===== config.mk =====
export PLATFORM = sky130hd
export DESIGN_NAME = lru_repl_ctrl
export DESIGN_NICKNAME = d
export VERILOG_FILES = /design/src/rtl/lru_repl_ctrl.sv
export SDC_FILE = /design/constraint.sdc
export NUM_CORES = 1
export LEC_CHECK = 0
export BUFFER_PORTS_ARGS = -buffer_cell sky130_fd_sc_hd__buf_2
export CAP_MARGIN = 20
export CORE_UTILIZATION = 25
export CTS_CLUSTER_SIZE = 30
export DETAILED_ROUTE_END_ITERATION = 10
export GPL_ROUTABILITY_DRIVEN = 0
export PLACE_DENSITY_LB_ADDON = 0.3
export SYNTH_ARGS = -nofsm -noshare
export SYNTH_HDL_FRONTEND = slang
export SYNTH_SLANG_ARGS = --single-unit

===== constraint.sdc =====
create_clock -name clk -period 4.48 [get_ports clk]
set_input_delay 0.896 -clock clk [delete_from_list [all_inputs] [get_ports clk]]
set_output_delay 0.896 -clock clk [all_outputs]
set_load 0.01 [all_outputs]

===== src/rtl/lru_repl_ctrl.sv =====
// Replacement-state sequencer for one 8-way cache set: hit/miss LRU updates and the refill handshake.
// Optional perf counters are built when CACHE_REPL_PERF_EN is defined; otherwise the perf ports read 0.
module lru_repl_ctrl #(
    parameter int TMO_W   = 8,
    parameter int TMO_MAX = 200,
    parameter int CNT_W   = 32
) (
    input  logic             clk,
    input  logic             rst,

    input  logic             req_valid,
    output logic             req_ready,
    input  logic [7:0]       req_hit_way,
    input  logic [7:0]       lru_flag,

    output logic             lru_we,
    output logic             lru_hit_sig,
    output logic [7:0]       lru_hit_way,

    output logic             refill_valid,
    input  logic             refill_ready,
    output logic [7:0]       refill_way,
    input  logic             refill_done,

    output logic             resp_valid,
    input  logic             resp_ready,
    output logic             resp_hit,
    output logic [7:0]       resp_way,
    output logic             resp_err,

    output logic [CNT_W-1:0] perf_hit_cnt,
    output logic [CNT_W-1:0] perf_miss_cnt
);

    typedef enum logic [2:0] {
        S_IDLE,
        S_UPD_HIT,
        S_REFILL_REQ,
        S_REFILL_WAIT,
        S_UPD_MISS,
        S_RESP
    } state_t;

    localparam logic [TMO_W-1:0] TMO_LAST = TMO_W'(TMO_MAX - 1);

    state_t           state_q, state_d;
    logic [7:0]       way_q, way_d;
    logic [TMO_W-1:0] tmo_cnt_q, tmo_cnt_d;
    logic             hit_q, hit_d;
    logic             err_q, err_d;
    logic             req_onehot;

    // Only meaningful when req_hit_way is non-zero: exactly one bit set.
    assign req_onehot = ((req_hit_way & (req_hit_way - 8'd1)) == 8'd0);

    // NOTE: state is updated with non-blocking assignments only; the async reset
    // returns to IDLE at once, and since every output is decoded from state,
    // no pulse can escape while reset is low.
    always_ff @(posedge clk or negedge rst) begin
        if (!rst) begin
            state_q   <= S_IDLE;
            way_q     <= '0;
            tmo_cnt_q <= '0;
            hit_q     <= 1'b0;
            err_q     <= 1'b0;
        end else begin
            state_q   <= state_d;
            way_q     <= way_d;
            tmo_cnt_q <= tmo_cnt_d;
            hit_q     <= hit_d;
            err_q     <= err_d;
        end
    end

    // NOTE: every signal written here gets a default first so no latch is inferred.
    always_comb begin
        state_d      = state_q;
        way_d        = way_q;
        tmo_cnt_d    = tmo_cnt_q;
        hit_d        = hit_q;
        err_d        = err_q;
        req_ready    = 1'b0;
        lru_we       = 1'b0;
        lru_hit_sig  = 1'b0;
        lru_hit_way  = '0;
        refill_valid = 1'b0;
        refill_way   = '0;
        resp_valid   = 1'b0;
        resp_hit     = 1'b0;
        resp_way     = '0;
        resp_err     = 1'b0;

        case (state_q)
            S_IDLE: begin
                req_ready = 1'b1;
                if (req_valid) begin
                    hit_d = 1'b0;
                    err_d = 1'b0;
                    if (req_hit_way == 8'd0) begin
                        way_d   = lru_flag;
                        state_d = S_REFILL_REQ;
                    end else if (req_onehot) begin
                        way_d   = req_hit_way;
                        hit_d   = 1'b1;
                        state_d = S_UPD_HIT;
                    end else begin
                        // Illegal multi-hot compare result: report it, leave LRU untouched.
                        way_d   = req_hit_way;
                        err_d   = 1'b1;
                        state_d = S_RESP;
                    end
                end
            end

            S_UPD_HIT: begin
                lru_we      = 1'b1;
                lru_hit_sig = 1'b1;
                lru_hit_way = way_q;
                state_d     = S_RESP;
            end

            S_REFILL_REQ: begin
                refill_valid = 1'b1;
                refill_way   = way_q;
                if (refill_ready) begin
                    tmo_cnt_d = '0;
                    state_d   = S_REFILL_WAIT;
                end
            end

            S_REFILL_WAIT: begin
                // A completion arriving in the last allowed cycle still beats the timeout.
                if (refill_done) begin
                    state_d = S_UPD_MISS;
                end else if (tmo_cnt_q == TMO_LAST) begin
                    err_d   = 1'b1;
                    state_d = S_RESP;
                end else begin
                    tmo_cnt_d = tmo_cnt_q + 1'b1;
                end
            end

            S_UPD_MISS: begin
                lru_we      = 1'b1;
                lru_hit_way = way_q;
                state_d     = S_RESP;
            end

            S_RESP: begin
                resp_valid = 1'b1;
                resp_hit   = hit_q;
                resp_way   = way_q;
                resp_err   = err_q;
                if (resp_ready) begin
                    state_d = S_IDLE;
                end
            end

            default: begin
                state_d = S_IDLE;
            end
        endcase
    end

`ifdef CACHE_REPL_PERF_EN
    logic [CNT_W-1:0] hit_cnt_q;
    logic [CNT_W-1:0] miss_cnt_q;

    // Counted on the update cycle, so aborted or erroneous transactions never count.
    always_ff @(posedge clk or negedge rst) begin
        if (!rst) begin
            hit_cnt_q  <= '0;
            miss_cnt_q <= '0;
        end else begin
            if (state_q == S_UPD_HIT) begin
                hit_cnt_q <= hit_cnt_q + 1'b1;
            end
            if (state_q == S_UPD_MISS) begin
                miss_cnt_q <= miss_cnt_q + 1'b1;
            end
        end
    end

    assign perf_hit_cnt  = hit_cnt_q;
    assign perf_miss_cnt = miss_cnt_q;
`else
    assign perf_hit_cnt  = '0;
    assign perf_miss_cnt = '0;
`endif

endmodule

## Word-level counts from Yosys, hierarchy flattened

Cells that the tools add are included.
Widths: inputs -> output; s select.

| cells by class | value |
|---|---|
| $add $sub $neg | 2 |
| equal/unequal tests | 13 |
| muxes and demuxes | 31 |
| bitwise logic cells | 1 |
| reduce and logical (&&, ||, !) cells | 10 |

Operators by type and width:

| cell | count |
|---|---|
| $mux 8 | 7 |
| $mux 3 | 7 |
| $logic_not 8->1 | 2 |
| $pmux 8 s2 | 1 |
| $pmux 3 s5 | 1 |
| $mux 1 | 14 |
| $ne 2x2->1 const B | 6 |
| $reduce_and 4->1 | 3 |
| $add 8x1->8 const B | 1 |
| $and 8x8->8 | 1 |
| $eq 8x8->1 const B | 1 |
| $sub 8x1->8 const B | 1 |
| $eq 3x2->1 const B | 2 |
| $eq 3x3->1 const B | 2 |
| $reduce_bool 2->1 | 2 |
| $eq 3x1->1 const B | 1 |
| $logic_not 3->1 | 1 |
| $ne 3x3->1 const B | 1 |
| $pmux 1 s2 | 1 |
| $reduce_and 2->1 | 1 |
| $reduce_or 2->1 | 1 |

| word-level totals | value |
|---|---|
| register bits | 21 |
| input port bits | 22 |
| output and inout bits | 95 |
| word-level logic and storage cells | 62 |

## Longest topological paths before layout

Gate-level depths: netlist of the first run.

| logic depth | value |
|---|---|
| depth after elaboration | 7 |
| gate-level depth with buffers | 5 |
| gate-level depth less buffers | 5 |

## Worst setup path before layout of the first run

OpenSTA, ideal clock, no wires.

| timing path | value |
|---|---|
| path type | register to output |
| start | reg state_q[1] |
| end | out resp_err |
| arrival | 1298 ps |
| required time | 3584 ps |
| slack | 2286 ps |
| stages on the path, launching flop included | 5 |
| buffers on the path | 2 |
| path through | dfrtp_1 > clkbuf_1 > and3b_1 > clkbuf_1 > and2_1 |

| between the ends | value |
|---|---|
| cells in the longest elaborated chain, start to end | 2 |

RTL lines:

| what | RTL line | source |
|---|---|---|
| from (decl) | 46 | `state_t state_q, state_d;` |
| from (signal assigned) | 67 | `state_q <= state_d;` |
| $eq 3x3->1 | 93 | `case (state_q)` |
| $mux 1 | 93 |  |
| to (decl) | 29 | `output logic resp_err,` |

No other way between the ends.

## Worst setup path in the final report of the first run

| timing path | value |
|---|---|
| start | reg state_q[0] |
| end | out lru_hit_way[2] |

| between the ends | value |
|---|---|
| cells in the longest elaborated chain, start to end | 3 |
| elaborated cells between the ends (all ways) | 4 |
| those cells by class | eq/ne: 2; mux: 1; reduce/logical: 1 |

RTL lines:

| what | RTL line | source |
|---|---|---|
| $eq 3x3->1 or $eq 3x1->1 (tied branches) | 93 |  |
| $reduce_or 2->1 (no source line) * | -- |  |
| $mux 8 * | 93 |  |
| to (decl) | 18 | `output logic [7:0] lru_hit_way,` |

Every way passes the cells marked *; elsewhere a longest branch is shown, timed or not.

==> results.md, run 1 <==
## Logic synthesis
• distinct cell type count after synthesis: 48
• sequential element share of the synthesized area: 27.3%
• Yosys top cell area share: 27.3%
• Primary FF master, synth: sky130_fd_sc_hd__dfrtp_1
• FFs w/ async S/R, synth: 100%
• Post-Syn Instances: 233
• Yosys top cell by area: sky130_fd_sc_hd__dfrtp_1
• synthesized cell area: 1930 µm²
• count of yosys warnings during synthesis: 0
• average cell area after synthesis: 8.27 µm²
• number of enable flip-flop cells after synthesis: 0
• Area contributors post-synth: sky130_fd_sc_hd__dfrtp_1 27%, sky130_fd_sc_hd__buf_4 25%, sky130_fd_sc_hd__and2_1 9.1%
• Seq cells post-synth: 21

## CTS
• Post-CTS Setup Repair Bufs: 0
• number of sinks handled by clock tree synthesis: 21
• clock tree from TritonCTS: built
• clock transition at the registers of the reported paths: 0.09 ns
• TritonCTS buffer count: 3
• CTS Root Cell: sky130_fd_sc_hd__clkbuf_8
• Clk Latency, worst-skew pair: 0.27 ns
• H-Tree Depth: 1
• maximum buffer depth of the clock tree: 2
• number of gates given a new drive strength after cts: 0
• Post-CTS Hold Buffers: 0

## Timing
• Period Utilization, post-route: 61.7%
• Setup TNS Final: 0 ns
• actual transition at the worst max-transition pin: 0.644 ns
• Setup violations, final: 0
• maximum clock skew at final layout: 0.00245 ns
• timing-limited maximum frequency: 362 MHz
• final critical delay including setup and external delays: 2.76 ns
• total count of max-transition violations in the final report: 0
• worst relative slew slack: 56.9%
• setup repair after global routing missed its margin: false
• Final Hold Violating Endpoints: 0

## Setup path
• endpoint class of the critical path: output port
• data arrival time of the critical path: 1.87 ns
• critical path's top delay family: simple AND/OR/NAND/NOR gates
• Data required, critical path: 3.58 ns
• kind of start point of the critical path: flip-flop
• count of buffer and inverter cells on the critical path: 1
• list of cells traversed by the critical path: xnor2_1 -> nor2_1 -> and2_1 -> buf_2
• cell type of the slowest stage on the worst timing path: sky130_fd_sc_hd__dfrtp_1
• Max stage delay on crit path: 0.62 ns
• type of the worst setup path: flip-flop to output port
• largest fanout on the critical path: 15

## Floorplanning
• effective utilization at floorplan: 26.1%
• die area: 8060 µm²
• core area: 7370 µm²
• Top-Level Pins: 117
• Std-Cell Rows: 31
• horizontal die dimension: 89.8 µm
• height of the die: 89.8 µm

## Global routing
• global-route wire length before repair: 6550 µm
• Overall Global Routing Usage: 10.2%
• largest net degree at the start of global routing: 22
• remaining global-route overflow: 0
• number of antenna violations at the first check in global routing: 0
• vias in the first global route: 1,319

## Final layout
• area overhead of the layout relative to synthesis: 8.57%
• antenna diode count: 0
• number of nets in the layout: 306
• fraction of final layout cells with drive strength greater than 1: 23.8%
• post-layout instance area: 2090 µm²
• fin cells: 381

## Routing
• Routed WL per cell: 10.8 µm
• Detailed Route WL: 4110 µm
• total vias in the final route: 1,552
• number of routed nets with antenna violations: 0
• Vias/cell: 4.07
• first-pass iteration count of the detailed router: 4
• initial detailed-routing violation count: 60
• residual DRC count: 0

## Power and ir drop
• Net Sw Frac: 43.6%
• clock network power share: 15.8%
• ratio of total power to cell area: 411 nW/µm²
• Net Switching: 0.000375 W
• worst supply voltage drop on vdd: 0.000133 V
• part of the power in combinational logic: 48.5%
• Leakage Power: 1.09 nW
• fraction of power consumed by sequential logic: 35.7%
• Internal Pwr Total: 0.000485 W

## Hold path
• Hold WC Path Type: flip-flop to flip-flop

## Outcome
• result of the run: completed

## Placed design
• number of buffer cells added on primary ports: 52
• Post-DP Area: 2040 µm²
• placed cell count: 377
• hpwl dp: 3190 µm

## Flow run
• # Max-Cap Violations: 0

[final timing paths]
kind                             from        endpoint  slack (ns)  cells after the start
hold reg to reg                 hit_q           hit_q        0.52                      1
setup reg to reg           state_q[0]           hit_q        2.62                      3
max in group asynchronous         rst      state_q[0]        3.57                      1
hold / removal                  hit_q           hit_q        0.52                      1
setup / recovery           state_q[0]  lru_hit_way[2]        1.72                      4
min in group asynchronous         rst    tmo_cnt_q[4]        0.58                      1
[sequential cells by signal, summed over array words and instances, names as in the netlist]
signal,count
tmo_cnt_q,8
way_q,8
state_q,3
err_q,1
hit_q,1
[cell usage in the layout (no fill, tap or decap), drive strengths merged, types with 2 or more instances in the layout]
master   instances
nand3            7
and2            28
nand2b           3
a21oi           12
mux2i            3
a21o             2
or4              2
nor4             4
and3             2
a2111oi          2
nand2           16
dfrtp           21
nand3b           2
a211oi           3
o31ai            3
inv              2
nor3             3
or2              3
nor3b            2
or3b             2
o21ai           12
buf             53
xnor2            2
clkbuf           3
nor2             7
a22o             3
conb            64
[final cells by class]
cell class | count | area [µm²]
Fill cell | 818 | 5280
Multi-Input combinational cell | 202 | 1120
Sequential cell | 21 | 526
Timing Repair Buffer | 53 | 268
Tap cell | 99 | 124
Clock buffer | 3 | 41.3
Clock inverter | 1 | 7.51
Inverter | 2 | 7.51
[power by group through the flow]
stage | sequential, W | combinational [W] | clock [W]
CTS | 0.000309 | 0.000421 | 0.000141
finish | 0.000307 | 0.000417 | 0.000136
detailed placement | 0.000312 | 0.000420 | 0
global route | 0.000318 | 0.000465 | 0.000149
floorplan | 0.000273 | 0.000350 | 0
global placement | 0.000309 | 0.000419 | 0
[through the flow]
step | utilization (%) | worst slack [ns] | hold slack, ns | power, W
finish | 28.4 | 1.72 | 0.516 | 0.000860
global route | 28.4 | 1.57 | 0.551 | 0.000932
CTS | 28.4 | 1.73 | 0.520 | 0.000871
detailed placement | 27.7 | 2.04 | 0.499 | 0.000732
global placement | 27.7 | 2.10 | 0.491 | 0.000727
floorplan | - | 2.29 | 0.465 | 0.000622
[routing by layer]
layer	vias up	GRT usage, %	share of wire, %
met5	-	0	0
met1	700	12.7	44
met4	0	3.01	1.7
li1	770	-	-
met3	9	2.71	6.0
met2	73	17.1	49
[cell usage after synthesis (3+ instances only)]
master	instances
sky130_fd_sc_hd__a211oi_1	3
sky130_fd_sc_hd__a21oi_1	12
sky130_fd_sc_hd__a22o_1	3
sky130_fd_sc_hd__and2_1	28
sky130_fd_sc_hd__buf_2	4
sky130_fd_sc_hd__buf_4	64
sky130_fd_sc_hd__clkbuf_1	3
sky130_fd_sc_hd__dfrtp_1	21
sky130_fd_sc_hd__mux2i_1	3
sky130_fd_sc_hd__nand2_1	16
sky130_fd_sc_hd__nand3_1	7
sky130_fd_sc_hd__nor2_1	7
sky130_fd_sc_hd__nor4_1	3
sky130_fd_sc_hd__o21ai_0	12
sky130_fd_sc_hd__o31ai_1	3
sky130_fd_sc_hd__or2_2	3
[worst reg2reg max path: stages, from the launching register on]
cell and delay (ns):
sky130_fd_sc_hd__dfrtp_1 0.55, sky130_fd_sc_hd__nor3_2 0.44, sky130_fd_sc_hd__nand2_1 0.42, sky130_fd_sc_hd__a22o_1 0.35
[cell families after synthesis]
family          Yosys count  synth area share (%)
other cells               1                 0.195
flops                    21                  27.3
mux                       4                  2.14
xor+xnor                  2                 0.909
compound gates           44                  14.7
simple gates             86                  26.6
buf+inv                  73                  26.9
fa+ha+maj                 2                  1.17
(Power assumes the default switching activity.)
==> inputs of run 2 (changes only) <==
==> constraint.sdc (replaced) <==
create_clock -name clk -period 2.8 [get_ports clk]
set_input_delay 0.56 -clock clk [delete_from_list [all_inputs] [get_ports clk]]
set_output_delay 0.56 -clock clk [all_outputs]
set_load 0.01 [all_outputs]
==> run 2 against run 1 <==
Net effect: hold slack worse by 0.26 ns; count of clock-buffer cells in the layout unchanged; clock skew rose by 0.0013 ns; total power increased by 59%; utilization increased by 0.068 points.
==> results.md, run 2 (synthesis gave the netlist of run 1 again) <==
## Final layout
• Top Registers: tmo_cnt_q (8), way_q (8), state_q (3)
• register area: 526 µm², unchanged
• most frequent cells in the layout: 64 x sky130_fd_sc_hd__conb_1, 52 x sky130_fd_sc_hd__buf_2, 28 x sky130_fd_sc_hd__and2_1, 21 x sky130_fd_sc_hd__dfrtp_1, 16 x sky130_fd_sc_hd__nand2_1
• number of nets in the layout: 307, +0.33%
• most common library cell in the layout ignoring fill and taps: sky130_fd_sc_hd__conb_1
• final-layout fill cell count: 839, +2.6%
• antenna diode count: 0, unchanged
• area overhead of the layout relative to synthesis: 8.83%
• fraction of final layout cells with drive strength greater than 1: 24.0%, +0.27 points
• area used by multi-input combinational logic: 1120 µm², unchanged
• post-layout instance area: 2100 µm², +0.24%
• fin cells: 382, +0.26%
• final core utilization: 28.5%, +0.068 points

## Routing
• Routed met2 length: 2030 µm, +1.9%
• length of routed met3 wiring: 211 µm, -14%
• Routed WL per cell: 10.7 µm, -0.41%
• initial detailed-routing violation count: 36, -40%
• routed metal-1 wirelength: 1830 µm, +1.7%
• first-pass iteration count of the detailed router: 4, unchanged
• highest layer used for signal routing: met4
• total vias in the final route: 1,568, +1.0%
• Detailed Route WL: 4100 µm, -0.15%
• Vias/cell: 4.10, +0.77%
• residual DRC count: 0, unchanged
• number of routed nets with antenna violations: 0, unchanged

## Timing
• Final Hold Violating Endpoints: 0, unchanged
• timing-limited maximum frequency: 421 MHz
• final critical delay including setup and external delays: 2.38 ns
• total count of max-transition violations in the final report: 0, unchanged
• Setup TNS Final: 0 ns, unchanged
• Period Utilization, post-route: 84.9%
• maximum clock skew at final layout: 0.00373 ns, +0.00127 ns
• worst relative slew slack: 60.5%, +3.6 points
• setup repair after global routing missed its margin: false
• actual transition at the worst max-transition pin: 0.590 ns, -0.0535 ns
• Setup violations, final: 0, unchanged

## CTS
• H-Tree Depth: 1, unchanged
• CTS Root Cell: sky130_fd_sc_hd__clkbuf_8
• Clk Latency, worst-skew pair: 0.26 ns, about the same
• TritonCTS buffer count: 3, unchanged
• maximum buffer depth of the clock tree: 2, unchanged
• Post-CTS Setup Repair Bufs: 0, unchanged
• number of gates given a new drive strength after cts: 0, unchanged
• clock transition at the registers of the reported paths: 0.08 ns, about the same
• number of sinks handled by clock tree synthesis: 21, unchanged
• clock tree from TritonCTS: built
• Post-CTS Hold Buffers: 0, unchanged

## Power and ir drop
• Internal Pwr Total: 0.000775 W, +60%
• worst supply voltage drop on vdd: 0.000211 V, +59%
• clock network power share: 15.2%, -0.6 points
• ratio of total power to cell area: 651 nW/µm², +58%
• fraction of power consumed by sequential logic: 35.8%, about the same
• Net Sw Frac: 43.2%, -0.34 points
• Leakage Power: 1.10 nW, +0.84%
• part of the power in combinational logic: 49.0%, +0.5 points
• Net Switching: 0.000591 W, +58%

## Setup path
• type of the worst setup path: flip-flop to output port
• critical path's top delay family: simple AND/OR/NAND/NOR gates
• largest fanout on the critical path: 15, unchanged
• endpoint class of the critical path: output port
• number of cells on the worst reg-to-reg path: 3, unchanged
• number of gates on the worst path with buffers counted: 4, unchanged
• data arrival time of the critical path: 1.82 ns, -0.05 ns
• Data required, critical path: 2.24 ns, -1.34 ns
• cell type of the slowest stage on the worst timing path: sky130_fd_sc_hd__dfrtp_1
• list of cells traversed by the critical path: xnor2_1 -> nor2_1 -> and2_1 -> buf_2
• Max stage delay on crit path: 0.62 ns, about the same
• kind of start point of the critical path: flip-flop
• count of buffer and inverter cells on the critical path: 1, unchanged

## Global routing
• remaining global-route overflow: 0, unchanged
• Overall Global Routing Usage: 10.1%, -0.042 points
• global-route wire length before repair: 6560 µm, +0.20%
• number of antenna violations at the first check in global routing: 0, unchanged
• vias in the first global route: 1,288, -2.4%
• largest net degree at the start of global routing: 22, unchanged

## Outcome
• result of the run: completed

## Placed design
• placed cell count: 378, +0.27%
• number of buffer cells added on primary ports: 52, unchanged
• Post-DP Area: 2050 µm², +0.37%
• hpwl dp: 3240 µm, +1.6%

## Floorplanning
• effective utilization at floorplan: 26.1%, unchanged
• Top-Level Pins: 117, unchanged
• height of the die: 89.8 µm, unchanged
• horizontal die dimension: 89.8 µm, unchanged
• die area: 8060 µm², unchanged
• core area: 7370 µm², unchanged
• Std-Cell Rows: 31, unchanged

## Hold path
• Hold WC Path Type: primary input to asynchronous set/reset pin

## Flow run
• # Max-Cap Violations: 0, unchanged

## run 2: per-stage QoR
step / total power [W] / hold WS [ns] / worst slack, ns
final: 0.00137 / 0.258 / 0.424
after global routing: 0.00149 / 0.285 / 0.229
after CTS: 0.00139 / 0.276 / 0.408
after detailed placement: 0.00117 / 0.492 / 0.709
after global placement: 0.00116 / 0.494 / 0.743
after floorplan: 0.000995 / 0.264 / 0.942
## run 2: power groups by stage
| stage | Clock, W | Sequential [W] | Combinational (W) |
|---|---|---|---|
| after floorplan | 0 | 0.000436 | 0.000559 |
| after global placement | 0 | 0.000494 | 0.000671 |
| after detailed placement | 0 | 0.000494 | 0.000678 |
| after CTS | 0.000219 | 0.000490 | 0.000679 |
| after global routing | 0.000227 | 0.000511 | 0.000747 |
| final | 0.000207 | 0.000489 | 0.000670 |
## run 2: final timing paths
check	from	end	slack (ns)
setup / recovery	state_q[0]	lru_hit_way[4]	0.42
max in group asynchronous	rst	state_q[0]	2.19
min in group clk	hit_q	hit_q	0.51
setup reg to reg	state_q[0]	state_q[2]	0.92
hold / removal	rst	tmo_cnt_q[4]	0.26
hold reg to reg	hit_q	hit_q	0.51
## run 2: worst reg2reg max path, stage by stage (launching register included)
cell                      delay (ns)
sky130_fd_sc_hd__dfrtp_1        0.54
sky130_fd_sc_hd__nor3_2         0.44
sky130_fd_sc_hd__nand2_1        0.43
sky130_fd_sc_hd__o31ai_1        0.37
## run 2: routing by layer
layer  GRT usage (%)  vias to the layer above
met5               0                        -
met4            2.46                        0
met3            2.03                        5
met2            16.8                       64
met1            13.4                      728
li1                -                      771
## run 2: final cells by class
cell class,instances,area share (%)
inverter,2,0.358
clock buffer,3,1.97
timing repair buffer,54,13.1
sequential,21,25.1
multi-input combinational,202,53.3
tap,99,5.91
clock inverter,1,0.239
==> inputs of run 3 (changes only) <==
==> constraint.sdc (replaced) <==
create_clock -name clk -period 2.1 [get_ports clk]
set_input_delay 0.42 -clock clk [delete_from_list [all_inputs] [get_ports clk]]
set_output_delay 0.42 -clock clk [all_outputs]
set_load 0.01 [all_outputs]
==> run 3 against run 2 <==
Net effect: critical path depth is the same; hold slack lost 0.15 ns; critical path type unchanged; clock power grew 33%; setup slack lost 0.29 ns; flip-flop and latch count is the same.
==> results.md, run 3 (synthesis gave the netlist of run 1 again) <==
## Timing
• Setup TNS Final: 0 ns, unchanged
• timing-limited maximum frequency: 510 MHz
• min setup slack post-route: 0.139 ns, -0.285 ns
• actual transition at the worst max-transition pin: 0.478 ns, -0.112 ns
• Period Utilization, post-route: 93.4%
• worst relative slew slack: 67.3%, +6.8 points
• setup repair after global routing missed its margin: false
• Final Hold Violating Endpoints: 0, unchanged
• maximum clock skew at final layout: 0.00561 ns, +0.00188 ns
• final critical delay including setup and external delays: 1.96 ns
• Setup violations, final: 0, unchanged
• total count of max-transition violations in the final report: 0, unchanged

## CTS
• TritonCTS buffer count: 3, unchanged
• Clk Latency, worst-skew pair: 0.26 ns, about the same
• Post-CTS Hold Buffers: 0, unchanged
• maximum buffer depth of the clock tree: 2, unchanged
• H-Tree Depth: 1, unchanged
• CTS Root Cell: sky130_fd_sc_hd__clkbuf_8
• clock transition at the registers of the reported paths: 0.08 ns, about the same
• clock tree from TritonCTS: built
• number of sinks handled by clock tree synthesis: 21, unchanged

## Global routing
• vias in the first global route: 1,375, +6.8%
• number of antenna violations at the first check in global routing: 0, unchanged
• global-route wire length before repair: 6790 µm, +3.5%
• Overall Global Routing Usage: 10.4%, +0.25 points
• largest net degree at the start of global routing: 22, unchanged
• remaining global-route overflow: 0, unchanged

## Final layout
• final-layout fill cell count: 842, +0.36%
• post-layout instance area: 2130 µm², +1.7%
• most frequent cells in the layout: 64 x sky130_fd_sc_hd__conb_1, 52 x sky130_fd_sc_hd__buf_2, 28 x sky130_fd_sc_hd__and2_1, 19 x sky130_fd_sc_hd__dfrtp_1, 16 x sky130_fd_sc_hd__nand2_1
• most common library cell in the layout ignoring fill and taps: sky130_fd_sc_hd__conb_1
• antenna diode count: 0, unchanged
• final core utilization: 28.9%, +0.49 points
• register area: 528 µm², +0.48%
• fraction of final layout cells with drive strength greater than 1: 26.1%, +2.1 points
• area overhead of the layout relative to synthesis: 10.7%
• number of nets in the layout: 311, +1.3%
• area used by multi-input combinational logic: 1120 µm², +0.11%
• Top Registers: tmo_cnt_q (8), way_q (8), state_q (3)

## Setup path
• list of cells traversed by the critical path: and3b_2 -> buf_4 -> and2_1 -> buf_2
• largest fanout on the critical path: 12, -3
• number of cells on the worst reg-to-reg path: 5, +2
• worst setup slack for register-to-register paths: 0.32 ns, -0.60 ns
• cell type of the slowest stage on the worst timing path: sky130_fd_sc_hd__dfrtp_1
• kind of start point of the critical path: flip-flop
• Max stage delay on crit path: 0.51 ns, -0.11 ns
• type of the worst setup path: flip-flop to output port
• Data required, critical path: 1.68 ns, -0.56 ns
• data arrival time of the critical path: 1.54 ns, -0.28 ns
• endpoint class of the critical path: output port

## Routing
• Vias/cell: 4.10, -0.15%
• Detailed Route WL: 4150 µm, +1.1%
• total vias in the final route: 1,582, +0.89%
• Routed WL per cell: 10.7 µm, about the same
• number of routed nets with antenna violations: 0, unchanged
• first-pass iteration count of the detailed router: 4, unchanged
• initial detailed-routing violation count: 39, +8.3%
• residual DRC count: 0, unchanged

## Placed design
• Post-DP Area: 2080 µm², +1.5%
• number of buffer cells added on primary ports: 52, unchanged
• Post-Place Worst Slack: 0.251 ns, -0.458 ns
• hpwl dp: 3310 µm, +2.3%

## Hold path
• Hold WC Path Type: primary input to asynchronous set/reset pin

## Power and ir drop
• clock network power share: 14.5%, -0.7 points
• ratio of total power to cell area: 893 nW/µm², +37%
• Leakage Power: 1.11 nW, +1.1%
• Net Sw Frac: 42.0%, -1.2 points
• Net Switching: 0.000801 W, +36%
• post-layout total power: 0.00190 W, +39%
• Internal Pwr Total: 0.00110 W, +42%
• worst supply voltage drop on vdd: 0.000344 V, +63%
• fraction of power consumed by sequential logic: 34.1%, -1.7 points
• part of the power in combinational logic: 51.4%, +2.4 points

## Floorplanning
• Std-Cell Rows: 31, unchanged
• height of the die: 89.8 µm, unchanged
• horizontal die dimension: 89.8 µm, unchanged
• core area: 7370 µm², unchanged
• die area: 8060 µm², unchanged
• effective utilization at floorplan: 26.1%, unchanged
• Top-Level Pins: 117, unchanged

## Outcome
• result of the run: completed

## Flow run
• # Max-Cap Violations: 0, unchanged

## run 3: worst paths after layout
check	from	end
max	state_q[0]	resp_way[4]
min	rst	tmo_cnt_q[5]
max reg2reg	state_q[0]	tmo_cnt_q[3]
min reg2reg	way_q[2]	way_q[2]
max in group asynchronous	rst	state_q[2]
min in group clk	lru_flag[2]	way_q[2]
## run 3: area by class of cell
| cell class | instances | area share [%] |
|---|---|---|
| Timing Repair Buffer | 58 | 14.3 |
| Multi-Input combinational cell | 202 | 52.5 |
| Clock buffer | 3 | 1.94 |
| Sequential cell | 21 | 24.8 |
| Tap cell | 99 | 5.81 |
| Clock inverter | 1 | 0.352 |
| Inverter | 2 | 0.352 |
## run 3: worst max-delay path, delay by kind of cell (launching register included)
family | cells | cell delay (ns)
simple gates | 2 | 0.47
buf+inv | 2 | 0.29
flops | 1 | 0.51
## run 3: power groups by stage
stage	Clock [W]	Combinational, W	Sequential [W]
CTS	0.000292	0.000994	0.000653
detailed placement	0	0.000992	0.000657
finish	0.000276	0.000978	0.000650
global placement	0	0.000987	0.000654
global route	0.000310	0.00110	0.000676
floorplan	0	0.000746	0.000581
## run 3: stage by stage
step | std cells | hold WS (ns)
after CTS | 386 | 0.118
final | 386 | 0.107
after detailed placement | 382 | 0.423
after global placement | 382 | 0.419
after global routing | 386 | 0.133
after floorplan | 296 | 0.124
## run 3: what timing repair did
item                       in CTS  in global routing
pin swaps                       0                  0
resized for setup               1                  2
setup endpoints to repair       4                 15
buffers inserted                0                  0
## run 3: layer usage
metal | global-route usage (%) | wire length, µm
met2 | 17.4 | 2010
met1 | 13.4 | 1910
met5 | 0 | 0
met4 | 2.46 | 24
met3 | 2.45 | 204
